**config.mk**
```make
export PLATFORM = sky130hd
export DESIGN_NAME = core_launch_ctrl
export DESIGN_NICKNAME = d
export VERILOG_FILES = /design/src/rtl/core_launch_ctrl.sv
export SDC_FILE = /design/constraint.sdc
export NUM_CORES = 1
export LEC_CHECK = 0
export ABC_AREA = 0
export CORE_UTILIZATION = 35
export CTS_BUF_LIST = sky130_fd_sc_hd__clkbuf_16
export DETAILED_ROUTE_END_ITERATION = 7
export GPL_ROUTABILITY_DRIVEN = 0
export SYNTH_ARGS = -nofsm -noshare
export SYNTH_HDL_FRONTEND = slang
export SYNTH_SLANG_ARGS = --single-unit
export TNS_END_PERCENT = 20
```
**constraint.sdc**
```tcl
create_clock -name clk_i -period 6.4 [get_ports clk_i]
set_clock_uncertainty 0.1 [all_clocks]
set_input_delay 1.28 -clock clk_i [delete_from_list [all_inputs] [get_ports clk_i]]
set_output_delay 1.28 -clock clk_i [all_outputs]
set_load 0.05 [all_outputs]
```
**src/rtl/core_launch_ctrl.sv**
```systemverilog
// Launch controller for a compute core: holds core reset, runs the kernel and reports completion.
// Optional `WATCHDOG_EN bounds RUN to WDT_LIMIT cycles; state_o exposes the FSM state for debug.
module core_launch_ctrl #(
   parameter int unsigned RST_CYCLES = 4,
   parameter int unsigned CNT_WIDTH  = 32,
   parameter int unsigned WDT_LIMIT  = 1000000
) (
   input  logic                 clk_i,
   input  logic                 rst_i,
   input  logic                 start_i,
   input  logic                 abort_i,
   input  logic                 clear_i,
   input  logic                 core_done_i,
   output logic                 core_clk_en_o,
   output logic                 core_rst_o,
   output logic                 busy_o,
   output logic                 done_o,
   output logic                 irq_o,
   output logic [1:0]           status_o,
   output logic [CNT_WIDTH-1:0] cycle_cnt_o,
   output logic [1:0]           state_o
);

   typedef enum logic [1:0] {
      S_IDLE = 2'd0,
      S_RST  = 2'd1,
      S_RUN  = 2'd2,
      S_DONE = 2'd3
   } state_t;

   localparam logic [1:0] ST_NONE  = 2'b00;
   localparam logic [1:0] ST_OK    = 2'b01;
   localparam logic [1:0] ST_ABORT = 2'b10;
   localparam logic [1:0] ST_TMO   = 2'b11;

   state_t     r_state;
   state_t     w_nxt;
   logic [7:0] r_rst_cnt;
   logic       w_timeout;
   logic       w_cnt_max;

   assign w_cnt_max = &cycle_cnt_o;
   assign state_o   = r_state;

`ifdef WATCHDOG_EN
   assign w_timeout = (r_state == S_RUN) && (cycle_cnt_o == CNT_WIDTH'(WDT_LIMIT));
`else
   // Constant false: the limit is referenced only to keep the parameter in the interface.
   assign w_timeout = (WDT_LIMIT == 0) && 1'b0;
`endif

   always_comb begin
      w_nxt = r_state;
      case (r_state)
         S_IDLE: if (start_i) w_nxt = S_RST;
         S_RST: begin
            if (abort_i)                w_nxt = S_DONE;
            else if (r_rst_cnt == 8'd1) w_nxt = S_RUN;
         end
         S_RUN:  if (abort_i || core_done_i || w_timeout) w_nxt = S_DONE;
         S_DONE: begin
            if (start_i)      w_nxt = S_RST;
            else if (clear_i) w_nxt = S_IDLE;
         end
         default: w_nxt = S_IDLE;
      endcase
   end

   // Outputs are registered by decoding the state being entered on this edge.
   always_ff @(posedge clk_i) begin
      if (rst_i) begin
         r_state       <= S_IDLE;
         r_rst_cnt     <= 8'd0;
         core_clk_en_o <= 1'b0;
         core_rst_o    <= 1'b1;
         busy_o        <= 1'b0;
         done_o        <= 1'b0;
         irq_o         <= 1'b0;
         status_o      <= ST_NONE;
         cycle_cnt_o   <= '0;
      end else begin
         r_state       <= w_nxt;
         core_clk_en_o <= (w_nxt == S_RST) || (w_nxt == S_RUN);
         core_rst_o    <= (w_nxt != S_RUN);
         busy_o        <= (w_nxt == S_RST) || (w_nxt == S_RUN);
         done_o        <= (w_nxt == S_DONE);
         irq_o         <= (w_nxt == S_DONE) && (r_state != S_DONE);
         case (r_state)
            S_IDLE, S_DONE: begin
               if (w_nxt == S_RST) begin
                  r_rst_cnt   <= 8'(RST_CYCLES);
                  cycle_cnt_o <= '0;
                  status_o    <= ST_NONE;
               end
            end
            S_RST: begin
               if (abort_i) status_o  <= ST_ABORT;
               else         r_rst_cnt <= r_rst_cnt - 8'd1;
            end
            S_RUN: begin
               // The cycle that sees done or abort is still counted; a timeout freezes at the limit.
               if (!w_cnt_max && (abort_i || core_done_i || !w_timeout))
                  cycle_cnt_o <= cycle_cnt_o + 1'b1;
               if (abort_i)          status_o <= ST_ABORT;
               else if (core_done_i) status_o <= ST_OK;
               else if (w_timeout)   status_o <= ST_TMO;
            end
            default: ;
         endcase
      end
   end

endmodule

```
# Word level (Yosys, flattened, before mapping)

Cells that the tools add are included.

Flip-flop bits (word level): 48
Latch bits: 0
Memory bits (writable): 0
Bits in read-only memories: 0
Input bits: 6
Output and inout port bits: 41
Logic and storage cells: 53
Memories: 0

Add/sub/neg operators: 2
Multipliers: 0
Divide/modulo/power cells: 0
$lt $le $gt $ge: 0
Equality and inequality tests: 14
Shift-type cells: 0
Muxes and demuxes: 18
Bitwise logic cells: 0
Reductions and logical operators: 11

Operators with widths:

| cell                  | number |
|---|---|
| $mux 32               | 2 |
| $pmux 32 s2           | 1 |
| $add 32x1->32 const B | 1 |
| $reduce_and 32->1     | 1 |
| $mux 2                | 10 |
| $mux 8                | 2 |
| $pmux 8 s2            | 1 |
| $ne 2x2->1 const B    | 6 |
| $reduce_and 3->1      | 3 |
| $eq 2x2->1 const B    | 4 |
| $eq 8x1->1 const B    | 1 |
| $pmux 2 s4            | 1 |
| $sub 8x1->8 const B   | 1 |
| $pmux 2 s3            | 1 |
| $eq 2x1->1 const B    | 2 |
| $reduce_bool 2->1     | 2 |
| $ne 3x3->1 const B    | 1 |
| $logic_not 2->1       | 1 |
| $logic_or 1x1->1      | 2 |
| $reduce_or 2->1       | 1 |
| $logic_and 1x1->1     | 1 |

# Logic depth before layout (Yosys ltp)

Word-level depth: 7
Mapped depth: 14

# Worst setup path before layout

No wires, ideal clock.

Kind: input to register
Start: in abort_i
End: reg cycle_cnt_o[3]
Library setup time: 0.092 ns
Arrival time: 3.380 ns
Slack: 2.828 ns
Stages: 12
Buffers on the path: 3
Path through: clkbuf_1 or3_1 a21oi_1 a32o_1 inv_1 ha_1 mux2i_1 a31o_2 buf_2 buf_2 a21oi_1 o32ai_1

Word-level cells in the longest chain between the ends: 6

RTL lines:

| item                         | line | RTL |
|---|---|---|
| from (decl)                  | 11   | `input logic abort_i,` |
| $logic_or 1x1->1             | -    |  |
| $mux 2                       | 60   | `S_RUN: if (abort_i \|\| core_done_i \|\| w_timeout) w_nxt = S_DONE;` |
| $pmux 2 s4 *                 | 54   | `case (r_state)` |
| via w_nxt[0]                 | 37   | `state_t w_nxt;` |
| $eq 2x1->1 *                 | 90   | `if (w_nxt == S_RST) begin` |
| $ne 2x2->1 (no line) *       | -    |  |
| $reduce_and 3->1 (no line) * | -    |  |
| to (signal assigned)         | 103  | `cycle_cnt_o <= cycle_cnt_o + 1'b1;` |
| to (decl)                    | 20   | `output logic [CNT_WIDTH-1:0] cycle_cnt_o,` |

The timed path passes the listed nets; every way through them passes the cells marked *.
A chain may end at the register's enable or synchronous reset.

# Final worst setup path

Start: in abort_i
End: reg cycle_cnt_o[16]

The elaborated chain is that of the path after synthesis.

==> flow_summary.ini <==
[setup_path]
start_kind = primary input
crit_path_max_fanout = 9
path_cells = clkdlybuf4s50_1 -> a311o_1 -> a21oi_1 -> o32ai_1 -> inv_1 -> ha_1 -> mux2i_1 -> a31oi_1 -> buf_4 -> nand2_1 -> o21ai_0
reg2reg_depth = 11
reg2reg_from = state_o[0]
worstReg2RegEnd = cycle_cnt_o[16]
crit_family = compound AO/OA/AOI/OAI gates
rrSetupSlack_ns = 2.60
cp_num_buf_inv = 3
crit_path_top_delay_cell = a31oi_1
required_ns = 6.50
cp.arrival_ns = 4.30
cpPeakStageDelay_ns = 0.57
critical_path_class = primary input to register
endpoint_kind = register

[synth]
ys_ff_latch = 48
synth.top_cells.by_count = 48 x dfxtp_1, 35 x a21oi_1, 35 x nor2_1
synth_flop_cell = dfxtp_1
netlist.area_leader.share = 0.364
synth_area_leaders = dfxtp_1 36%, a21oi_1 6.6%, nor2_1 5.0%
post-synth-top-count-cell = dfxtp_1
synth_edf_count = 0
syn_nets = 347
yosysTopAreaCell = dfxtp_1
yosys_warnings = 0
netlist_area_sq_um = 2640
ys_async_sr_fraction = 0
synth_seq_area_share = 0.364
ys_types = 49
synth_area_per_cell_sq_um = 7.98
syn_inst = 331

[timing]
tns_ns = 0
max_clock_freq_mhz = 238
max_slew_margin = 0.312
hold_violations = 0
tightest_slew_ns = 1.03
rsz0062_at_grt = false
post-route-period-util = 0.655
slew_violations = 0
min_period_ns = 4.19
setup_violations = 0

[placement]
hpwl_um = 4580
dp.cells = 460
placed_area_sq_um = 3160
port_buffers = 46

[route]
drt_iter0_drc = 66
viasPerCell = 5.49
wire_per_inst_um = 14.2
firstDrtPassIters = 4
drc = 0
vias = 2562
routed_wirelength_um = 6630
ant_nets = 0

[hold_path]
hp-class = register to register
hold_depth = 2
min_to = status_o[1]
min-delay-start = status_o[1]

[clock_network]
clockBufferDepth = 2
clock_latency_ns = 0.28
cts_buffers = 5
cts_tree = yes
cts_resized = 0
cts_setup_buffers = 0
htreeDepth = 2
clk_root_buffer_cell = clkbuf_16
clock_sinks = 48
clkTransAtPathRegs_ns = 0.06
ctsHoldBuffers = 0

[floorplanning]
start_util = 0.364
die_w_um = 88.9
die_area_sq_um = 7890
io_pins = 47
coreArea_sq_um = 7250
die_h_um = 88.9
fp-row-count = 31

[grt]
antenna_found_initial = 0
grt_pass1_vias = 2342
grtUsageTotal = 0.177
grt-ovfl-total = 0
grt_pass1_wl_um = 11000
grt_max_degree = 44

[power]
max-vdd-ir-drop_v = 0.000170
p_leak_nw = 1.07
total_power_mw = 0.832
power_density_nw_per_um2 = 252

[status]
status = completed

[cells_and_area]
areaGrowthSynthToFinish_pct = 25.1
drive_gt1_frac = 0.0516
final_nets = 384
fin_cells = 467
diodes = 0
design_area_sq_um = 3300
utilization = 0.455

[flow_run]
cap_violations = 0
-- cells in the final DEF (no fill, tap or decap), drive strengths merged, types with 2 or more instances in the layout --
cell type	synthesis	layout
or3	15	15
nand2	19	19
xor2	4	4
nand3	14	14
nor2b	4	4
nand4	10	10
buf	5	2
nor4	7	7
o21ai	21	21
a21oi	35	35
o32ai	9	9
or4	11	11
clkbuf	13	5
a41o	2	2
nand2b	2	2
a31oi	5	5
nand4b	7	7
mux2i	2	2
o211ai	3	3
or2	2	2
o21bai	2	2
xnor2	3	3
o31ai	2	2
nor3b	2	2
inv	23	23
dfxtp	48	48
a311oi	3	3
nor2	35	35
clkdlybuf4s50	0	46
ha	10	10
-- area by class of cell --
class / count / area [sq um]
multi-input combinational: 242 / 1520
clock inverter: 2 / 12.5
clock buffer: 5 / 125
inverter: 23 / 86.3
sequential: 48 / 961
timing repair buffer: 48 / 475
fill: 753 / 3950
tap: 99 / 124
-- stage by stage --
| step | setup WS (ns) | hold WS (ns) |
|---|---|---|
| final | 2.21 | 0.352 |
| after global routing | 1.97 | 0.380 |
| after floorplan | 2.83 | 0.372 |
| after CTS | 2.25 | 0.359 |
| after detailed placement | 1.94 | 0.350 |
| after global placement | 2.02 | 0.340 |
-- worst reg2reg max path, delay by kind of cell (launching register included) --
family	cells	cell delay, ns
flip-flops	1	0.36
AND/OR/NAND/NOR	1	0.22
AO/OA/AOI/OAI	4	1.29
buffers and inverters	3	0.52
multiplexers	1	0.18
adder cells (fa/ha/maj)	2	1.06
-- sequential cells by signal, summed over array words and instances (netlist names) --
register,count
busy_o,1
core_rst_o,1
cycle_cnt_o,32
done_o,1
irq_o,1
r_rst_cnt,8
state_o,2
status_o,2
-- power breakdown --
group / internal, mW / switching (mW) / leakage (nW) / total (mW)
logic: 0.0861 / 0.153 / 0.614 / 0.239
registers: 0.321 / 0.0222 / 0.388 / 0.343
clock network: 0.142 / 0.108 / 0.0657 / 0.250
-- layer usage --
layer | GRT usage | routed length [um] | vias up
li1 | - | - | 1293
met1 | 0.231 | 3260 | 1208
met2 | 0.299 | 3080 | 51
met3 | 0.0345 | 201 | 10
met4 | 0.0411 | 91 | 0
met5 | 0 | 0 | -
-- logic make-up after synthesis --
| group | share of synthesized area |
|---|---|
| adders and majority gates | 0.0474 |
| and+or+nand+nor | 0.281 |
| AOI/OAI and AO/OA | 0.216 |
| xor gates and xnor gates | 0.0232 |
| muxes | 0.00758 |
| buffers and inverters | 0.0611 |
| DFF | 0.364 |
-- worst max-delay path by stage --
stage	startpoint	to	slack, ns	depth (start not counted)
6_report	abort_i	cycle_cnt_o[16]	2.21	11
5_1_grt	abort_i	cycle_cnt_o[5]	1.97	10
4_1_cts	abort_i	cycle_cnt_o[16]	2.25	11
3_5_place_dp	abort_i	cycle_cnt_o[16]	1.94	11
3_3_place_gp	abort_i	cycle_cnt_o[16]	2.02	11
2_1_floorplan	abort_i	cycle_cnt_o[3]	2.83	12
(Power assumes the default switching activity.)
